`src/rtl/alu_issue_pkg.sv`:
```
// Shared opcodes, FSM encoding and instruction field offsets for the ALU issue controller.
package alu_issue_pkg;

   localparam logic [3:0] OP_ADD = 4'h0;
   localparam logic [3:0] OP_SUB = 4'h1;
   localparam logic [3:0] OP_INC = 4'h2;
   localparam logic [3:0] OP_DEC = 4'h3;
   localparam logic [3:0] OP_AND = 4'h4;
   localparam logic [3:0] OP_OR  = 4'h5;
   localparam logic [3:0] OP_XOR = 4'h6;
   localparam logic [3:0] OP_SHL = 4'h7;
   localparam logic [3:0] OP_SHR = 4'h8;
   localparam logic [3:0] OP_CMP = 4'h9;
   localparam logic [3:0] OP_LDI = 4'hA;

   localparam int OPCODE_W = 4;

   typedef enum logic [1:0] {
      ST_IDLE = 2'd0,
      ST_EXEC = 2'd1,
      ST_WB   = 2'd2
   } state_e;

   // Field LSB positions; layout MSB first is op | rd | rs1 | low field (rs2 at its top).
   function automatic int op_lsb(input int dw, input int aw);
      return dw + 2 * aw;
   endfunction

   function automatic int rd_lsb(input int dw, input int aw);
      return dw + aw;
   endfunction

   function automatic int rs1_lsb(input int dw);
      return dw;
   endfunction

   function automatic int rs2_lsb(input int dw, input int aw);
      return dw - aw;
   endfunction

   function automatic logic op_writes_reg(input logic [3:0] op);
      return (op <= OP_SHR) || (op == OP_LDI);
   endfunction

endpackage

```
`src/rtl/alu_issue_regfile.sv`:
```
// Register file: async-reset storage, one write port, three combinational read ports.
module alu_issue_regfile
   import alu_issue_pkg::*;
#(
   parameter int DATA_W     = 8,
   parameter int REG_ADDR_W = 2
) (
   input  logic                  clk,
   input  logic                  rst_n,
   input  logic                  we_i,
   input  logic [REG_ADDR_W-1:0] waddr_i,
   input  logic [DATA_W-1:0]     wdata_i,
   input  logic [REG_ADDR_W-1:0] raddr1_i,
   input  logic [REG_ADDR_W-1:0] raddr2_i,
   input  logic [REG_ADDR_W-1:0] dbg_addr_i,
   output logic [DATA_W-1:0]     rdata1_o,
   output logic [DATA_W-1:0]     rdata2_o,
   output logic [DATA_W-1:0]     dbg_data_o
);

   localparam int NREG = 2 ** REG_ADDR_W;

   logic [DATA_W-1:0] mem_q [NREG];

   always_ff @(posedge clk or negedge rst_n) begin
      if (!rst_n) begin
         for (int i = 0; i < NREG; i++) begin
            mem_q[i] <= '0;
         end
      end else if (we_i) begin
         mem_q[waddr_i] <= wdata_i;
      end
   end

   assign rdata1_o   = mem_q[raddr1_i];
   assign rdata2_o   = mem_q[raddr2_i];
   assign dbg_data_o = mem_q[dbg_addr_i];

endmodule

```
`src/rtl/alu_issue_ctrl.sv`:
```
// Issue controller for the 8-bit ALU: IDLE -> EXEC -> WB per instruction.
// Define ALU_ISSUE_OVERLAP_EN to accept in WB and forward the written value.
module alu_issue_ctrl
   import alu_issue_pkg::*;
#(
   parameter int         DATA_W     = 8,
   parameter int         REG_ADDR_W = 2,
   parameter logic [3:0] IDLE_OP    = 4'hF
) (
   input  logic                                clk,
   input  logic                                rst_n,
   input  logic                                instr_valid,
   output logic                                instr_ready,
   input  logic [OPCODE_W+2*REG_ADDR_W+DATA_W-1:0] instr,
   output logic [DATA_W-1:0]                   alu_operand1,
   output logic [DATA_W-1:0]                   alu_operand2,
   output logic [3:0]                          alu_op,
   input  logic [DATA_W-1:0]                   alu_result,
   input  logic                                alu_zero,
   output logic                                wb_valid,
   output logic [REG_ADDR_W-1:0]               wb_addr,
   output logic [DATA_W-1:0]                   wb_data,
   output logic                                eq_flag,
   output logic                                illegal_op,
   input  logic [REG_ADDR_W-1:0]               dbg_addr,
   output logic [DATA_W-1:0]                   dbg_data
);

   localparam int INSTR_W = OPCODE_W + 2 * REG_ADDR_W + DATA_W;
   localparam int OP_LSB  = op_lsb(DATA_W, REG_ADDR_W);
   localparam int RD_LSB  = rd_lsb(DATA_W, REG_ADDR_W);
   localparam int RS1_LSB = rs1_lsb(DATA_W);
   localparam int RS2_LSB = rs2_lsb(DATA_W, REG_ADDR_W);

   state_e               state_q, state_d;
   logic [INSTR_W-1:0]   instr_q, instr_d;
   logic [DATA_W-1:0]    res_q, res_d;
   logic                 zq_q, zq_d;
   logic                 eq_q, eq_d;

   logic [3:0]            op_s;
   logic [REG_ADDR_W-1:0] rd_s, rs1_s, rs2_s;
   logic [DATA_W-1:0]     imm_s, rdata1_s, rdata2_s, opnd1_s, opnd2_s;
   logic                  hs_s, we_s;

   assign op_s  = instr_q[OP_LSB +: OPCODE_W];
   assign rd_s  = instr_q[RD_LSB +: REG_ADDR_W];
   assign rs1_s = instr_q[RS1_LSB +: REG_ADDR_W];
   assign rs2_s = instr_q[RS2_LSB +: REG_ADDR_W];
   assign imm_s = instr_q[DATA_W-1:0];

`ifdef ALU_ISSUE_OVERLAP_EN
   logic                  fwd_q, fwd_d;
   logic [REG_ADDR_W-1:0] fwd_rd_q, fwd_rd_d;

   assign instr_ready = rst_n && ((state_q == ST_IDLE) || (state_q == ST_WB));
   assign fwd_d       = (state_q == ST_WB) && hs_s && op_writes_reg(op_s);
   assign fwd_rd_d    = rd_s;
   // res_q still holds the previous result during the EXEC that follows its WB.
   assign opnd1_s     = (fwd_q && (rs1_s == fwd_rd_q)) ? res_q : rdata1_s;
   assign opnd2_s     = (fwd_q && (rs2_s == fwd_rd_q)) ? res_q : rdata2_s;

   // Forwarding tag for the instruction accepted during WB.
   always_ff @(posedge clk or negedge rst_n) begin
      if (!rst_n) begin
         fwd_q    <= 1'b0;
         fwd_rd_q <= '0;
      end else begin
         fwd_q    <= fwd_d;
         fwd_rd_q <= fwd_rd_d;
      end
   end
`else
   assign instr_ready = rst_n && (state_q == ST_IDLE);
   assign opnd1_s     = rdata1_s;
   assign opnd2_s     = rdata2_s;
`endif

   assign hs_s    = instr_valid && instr_ready;
   assign eq_flag = eq_q;

   alu_issue_regfile #(
      .DATA_W     (DATA_W),
      .REG_ADDR_W (REG_ADDR_W)
   ) u_regfile (
      .clk        (clk),
      .rst_n      (rst_n),
      .we_i       (we_s),
      .waddr_i    (rd_s),
      .wdata_i    (res_q),
      .raddr1_i   (rs1_s),
      .raddr2_i   (rs2_s),
      .dbg_addr_i (dbg_addr),
      .rdata1_o   (rdata1_s),
      .rdata2_o   (rdata2_s),
      .dbg_data_o (dbg_data)
   );

   // Next-state, ALU drive and write-back decode.
   always_comb begin
      state_d      = state_q;
      instr_d      = instr_q;
      res_d        = res_q;
      zq_d         = zq_q;
      eq_d         = eq_q;
      alu_op       = IDLE_OP;
      alu_operand1 = '0;
      alu_operand2 = '0;
      wb_valid     = 1'b0;
      wb_addr      = '0;
      wb_data      = '0;
      illegal_op   = 1'b0;
      we_s         = 1'b0;
      case (state_q)
         ST_IDLE: begin
            if (hs_s) begin
               instr_d = instr;
               state_d = ST_EXEC;
            end else begin
               state_d = ST_IDLE;
            end
         end
         ST_EXEC: begin
            alu_op       = op_s;
            alu_operand1 = opnd1_s;
            alu_operand2 = opnd2_s;
            res_d        = (op_s == OP_LDI) ? imm_s : alu_result;
            zq_d         = alu_zero;
            state_d      = ST_WB;
         end
         ST_WB: begin
            wb_valid = 1'b1;
            wb_addr  = rd_s;
            if (op_writes_reg(op_s)) begin
               we_s    = 1'b1;
               wb_data = res_q;
            end else if (op_s == OP_CMP) begin
               eq_d = zq_q;
            end else begin
               illegal_op = 1'b1;
            end
`ifdef ALU_ISSUE_OVERLAP_EN
            if (hs_s) begin
               instr_d = instr;
               state_d = ST_EXEC;
            end else begin
               state_d = ST_IDLE;
            end
`else
            state_d = ST_IDLE;
`endif
         end
         default: state_d = ST_IDLE;
      endcase
   end

   // Control and datapath state registers.
   always_ff @(posedge clk or negedge rst_n) begin
      if (!rst_n) begin
         state_q <= ST_IDLE;
         instr_q <= '0;
         res_q   <= '0;
         zq_q    <= 1'b0;
         eq_q    <= 1'b0;
      end else begin
         state_q <= state_d;
         instr_q <= instr_d;
         res_q   <= res_d;
         zq_q    <= zq_d;
         eq_q    <= eq_d;
      end
   end

endmodule

```
`config.mk`:
```
export PLATFORM = sky130hd
export DESIGN_NAME = alu_issue_ctrl
export DESIGN_NICKNAME = d
export VERILOG_FILES = /design/src/rtl/alu_issue_pkg.sv /design/src/rtl/alu_issue_regfile.sv /design/src/rtl/alu_issue_ctrl.sv
export SDC_FILE = /design/constraint.sdc
export NUM_CORES = 1
export LEC_CHECK = 0
export ABC_AREA = 1
export CAP_MARGIN = 40
export CELL_PAD_IN_SITES_DETAIL_PLACEMENT = 0
export CELL_PAD_IN_SITES_GLOBAL_PLACEMENT = 2
export CORE_MARGIN = 2
export CORE_UTILIZATION = 28
export CTS_CLUSTER_DIAMETER = 200
export DETAILED_ROUTE_END_ITERATION = 8
export PLACE_DENSITY_LB_ADDON = 0.1
export SYNTH_ARGS = -nofsm -noshare
export SYNTH_HDL_FRONTEND = slang
export SYNTH_SLANG_ARGS = --single-unit
export TNS_END_PERCENT = 1
```
`constraint.sdc`:
```
create_clock -name clk -period 1.57 [get_ports clk]
set_clock_uncertainty 0.2 [all_clocks]
set_input_delay 0.2355 -clock clk [delete_from_list [all_inputs] [get_ports clk]]
set_output_delay 0.2355 -clock clk [all_outputs]
set_load 0.01 [all_outputs]
```
Word level (Yosys, flattened, before mapping)
Index checks and enable logic that the tools add are counted.

$lt $le $gt $ge: 6. Equal/unequal tests: 4. Bitwise operators: 5. Reduce and logical (&&, ||, !) cells: 7. Mux-type cells: 27.

Operators by type and width (number): 2-to-1 mux 8 bit (12); binary-select mux 8 bit (select 2 bit) (3); bitwise mux 32 bit (1); demux 8 bit (select 2 bit) (1); greater-or-equal comparator 3 bit (second input constant) (4); inverter 2 -> 3 bit (4); equality test 4 bit (second input constant) (2); 2-to-1 mux 1 bit (7); <= comparator 4 bit (second input constant) (1); 2-to-1 mux 4 bit (1); one-hot mux 2 bit (2 select lines) (1); logical AND 1 bit (3); < comparator 3 x 1 -> 1 bit (second input constant) (1); AND reduction 3 bit (1); equality test 2 x 1 -> 1 bit (second input constant) (1); equality test 2 bit (second input constant) (1); zero test 2 bit (1); 2-to-1 mux 2 bit (1); AND reduction 2 bit (1); logical OR 1 bit (1); inverter 1 bit (1).

Output and inout bits: 42. Flip-flop bits (word level): 60. Logic and storage cells: 58.

Depth between registers and ports, before layout
Depth after elaboration: 6. Mapped depth: 8.

Cells and area by module
A second synthesis with hierarchy kept.

Cell total of the unflattened synthesis: 576. Area, all modules: 3844.9 µm².

By module, submodules not included: alu_issue_regfile (area an instance 2316.0 µm², times used 1, cells an instance 359); alu_issue_ctrl (area an instance 1529.0 µm², times used 1, cells an instance 217).

Least setup slack after synthesis
Ideal clock, no wire load.

Kind: reg-to-output. From: reg state_q[1]. To: out alu_operand1[0]. Required time: 1135 ps. Stages on the path, launching flop included: 5. Arrival: 1123 ps. Path buffers: 1. Path slack: 12 ps. Path through: dfrtp_1 nor2_4 clkinv_1 buf_2 a21oi_1.

Cells in the longest elaborated chain, start to end: 2.

Ends and longest elaborated chain: from (decl) (line alu_issue_ctrl.sv:35) `state_e state_q, state_d;`; from (signal assigned) (line alu_issue_ctrl.sv:166) `state_q <= state_d;`; equality test 2 x 1 -> 1 bit (line alu_issue_ctrl.sv:114) `case (state_q)`; 2-to-1 mux 8 bit (line alu_issue_ctrl.sv:114); to (decl) (line alu_issue_ctrl.sv:15) `output logic [DATA_W-1:0] alu_operand1,`.

Every way passes these cells.

Worst setup path in the final report
From: reg state_q[0]. To: out alu_op[0].

Cells in the longest elaborated chain, start to end: 2.

Ends and longest elaborated chain: equality test 2 x 1 -> 1 bit (line alu_issue_ctrl.sv:114); 2-to-1 mux 4 bit (line alu_issue_ctrl.sv:114); to (decl) (line alu_issue_ctrl.sv:17) `output logic [3:0] alu_op,`.

Every way passes these cells.

==> impl_metrics.json <==
{
  "ys_ff_latch": 60,
  "slew_headroom_pct": 47.2,
  "path_class": "flop to primary output",
  "reg2reg_slack_ps": -140,
  "antenna_found_initial": 0,
  "htreeDepth": 3,
  "avgSynthCellArea_sq_um": 6.84,
  "critical_path.max_stage_delay_ps": 340,
  "die-area_sq_mm": 0.0139,
  "start_util_pct": 28.7,
  "finalHoldViolations": 0,
  "layout-area-overhead-vs-synth_pct": 47.8,
  "ant_nets": 0,
  "grt_pass1_wl_um": 20900,
  "maxCapViolations": 0,
  "fillers": 1407,
  "ff2ff_path_depth": 10,
  "placeableCoreArea_sq_mm": 0.0126,
  "remaining_drc_errors": 0,
  "cts_buffers": 9,
  "setup_violations": 73,
  "post-dp-hpwl_um": 9610,
  "failed_checks": "setup timing",
  "rsz0062_at_grt": "true",
  "cp_slowest_cell": "dfrtp_1",
  "worst_ep_required_time_ps": 1130,
  "die_h_um": 118,
  "cts_root_buf": "clkbuf_16",
  "yosys_warnings": 0,
  "dr.pass1.iters": 4,
  "syn_inst": 530,
  "worstPathArrival_ps": 1480,
  "dieWidth_um": 118,
  "hold_depth": 3,
  "setup_slack_ps": -347,
  "ys_seq_area_share_pct": 41.4,
  "drv_slew": 0,
  "cts_tree": "done",
  "fmax_ghz": 0.522,
  "nets": 698,
  "ioPinCount": 72,
  "synth_area_sq_mm": 0.00363,
  "power_mw": 7.44,
  "p_leak_nw": 2.84,
  "grt_use_total_pct": 19.1,
  "clkLatencyLatePin_ps": 330,
  "rows": 41,
  "drtIter0Drc": 232,
  "worstPathMaxFanout": 9,
  "place.gp.congestion": 0.820,
  "power_density_mw_per_mm2": 1390,
  "io_buffers": 71,
  "clockBufferDepth": 2,
  "yosysUniqueCellTypes": 26,
  "wl_per_cell_um": 15.3,
  "clk_pin_slew_ps": 60,
  "holdWs_ps": 234,
  "viasPerCell": 4.59,
  "cp-start-kind": "flop",
  "n_antenna_cell": 0,
  "cts_sinks": 60,
  "dr_total_vias": 3876,
  "grt_pass1_vias": 3836,
  "status": "finished with violations",
  "min_path_type": "primary input to flop",
  "grt_max_degree": 61,
  "vdd_drop_max_mv": 0.580,
  "final_cell_mix": "nand2_1 (229), buf_4 (66), dfrtp_1 (59)",
  "final_common_cell": "nand2_1",
  "grt-ovfl-total": 0,
  "worstPathCellList": "inv_2 > nor2_4 > clkinv_4 > buf_12 > or2_4 > buf_6",
  "worst_pin_slew_ps": 792,
  "routed_wl_um": 12900,
  "period_minus_slack_ps": 1920,
  "mappedNetlistNets": 560,
  "layout_worst_path_cycle_share_pct": 122,
  "worst_setup_path_end_kind": "primary output",
  "drive_gt1_share_pct": 28.7
}
-- stage by stage --
step                      area (sq um)  TNS [ps]  cells  utilization [%]  worst slack, ps
after global placement            5000    -20920    824             39.6             -548
after floorplan                   3630         0    530                -             11.7
after global routing              5360    -16810    845             42.5             -398
final                             5360    -10980    845             42.5             -347
after CTS                         5350    -11120    845             42.4             -362
after detailed placement          5000    -22210    824             39.6             -566
-- per-layer routing --
metal  global-route usage, %  part of all wire [%]  vias up
li1                        -                     -     1973
met1                    23.6                    44     1813
met2                    34.0                    50       79
met3                    4.12                   4.2       11
met4                    4.67                   1.4        0
met5                       0                     0        -
-- Yosys cell counts (all sizes together) --
library cell / n / area [sq um]
o211ai: 8 / 60.1
a21oi: 24 / 120
clkbuf: 5 / 18.8
o21ai: 9 / 48.8
inv: 59 / 221
clkinv: 4 / 15.0
dfrtp: 60 / 1500
nand2: 233 / 882
nand3: 48 / 263
or2: 1 / 6.26
nor3: 1 / 5.00
buf: 21 / 148
nand4: 32 / 200
nor2: 19 / 91.3
nand3b: 6 / 45.0
-- critical path: cells and delay by family (launching register included) --
family,cells,cell delay [ps]
buffers and inverters,4,440
flip-flops,1,340
AND/OR/NAND/NOR,2,360
-- flip-flops by register name, summed over array words and instances (netlist names) --
| signal | count |
|---|---|
| zq_q | 1 |
| state_q | 2 |
| eq_flag | 1 |
| instr_q | 16 |
| u_regfile.mem_q | 32 |
| res_q | 8 |
-- layout make-up --
cell class	instances	area, sq um	area share (%)
clock buffer	9	225	4.20
clock inverter	7	51.3	0.957
inverter	63	249	4.65
multi-input combinational	381	1860	34.7
sequential	60	1500	28.0
tap	172	215	4.01
timing repair buffer	153	1250	23.4
-- logic make-up after synthesis --
logic type      count (synthesis)  share of synthesized area (%)
simple gates                  340                           41.2
buf+inv                        89                           11.1
flops                          60                           41.4
compound gates                 41                           6.31
-- repair_timing --
| item | in CTS | in global routing |
|---|---|---|
| cloned | 1 | 0 |
| endpoints found under the setup margin | 78 | 98 |
| setup buffers | 3 | 0 |
| hold buffers | 1 | 0 |
| pin swaps | 15 | 6 |
| hold endpoints to repair | 60 | 0 |
| gates resized for setup | 230 | 12 |
-- worst paths after layout --
kind                                        start                         endpoint
setup / recovery             state_q[0]$_DFF_PN0_                        alu_op[0]
hold / removal                           instr[2]           instr_q[2]$_DFFE_PN0P_
setup reg to reg             state_q[0]$_DFF_PN0_  u_regfile.mem_q[28]$_DFFE_PN0P_
hold reg to reg            instr_q[2]$_DFFE_PN0P_           instr_q[2]$_DFFE_PN0P_
max in group asynchronous                   rst_n           instr_q[6]$_DFFE_PN0P_
min in group asynchronous                   rst_n          instr_q[13]$_DFFE_PN0P_
-- where the power goes --
part / total (mW) / switching, mW / internal (mW)
Sequential: 2.36 / 0.333 / 2.02
Combinational: 3.25 / 1.87 / 1.38
Clock: 1.83 / 0.759 / 1.07
Total: 7.44 / 2.96 / 4.48
Power figures use the tool's default switching activity.
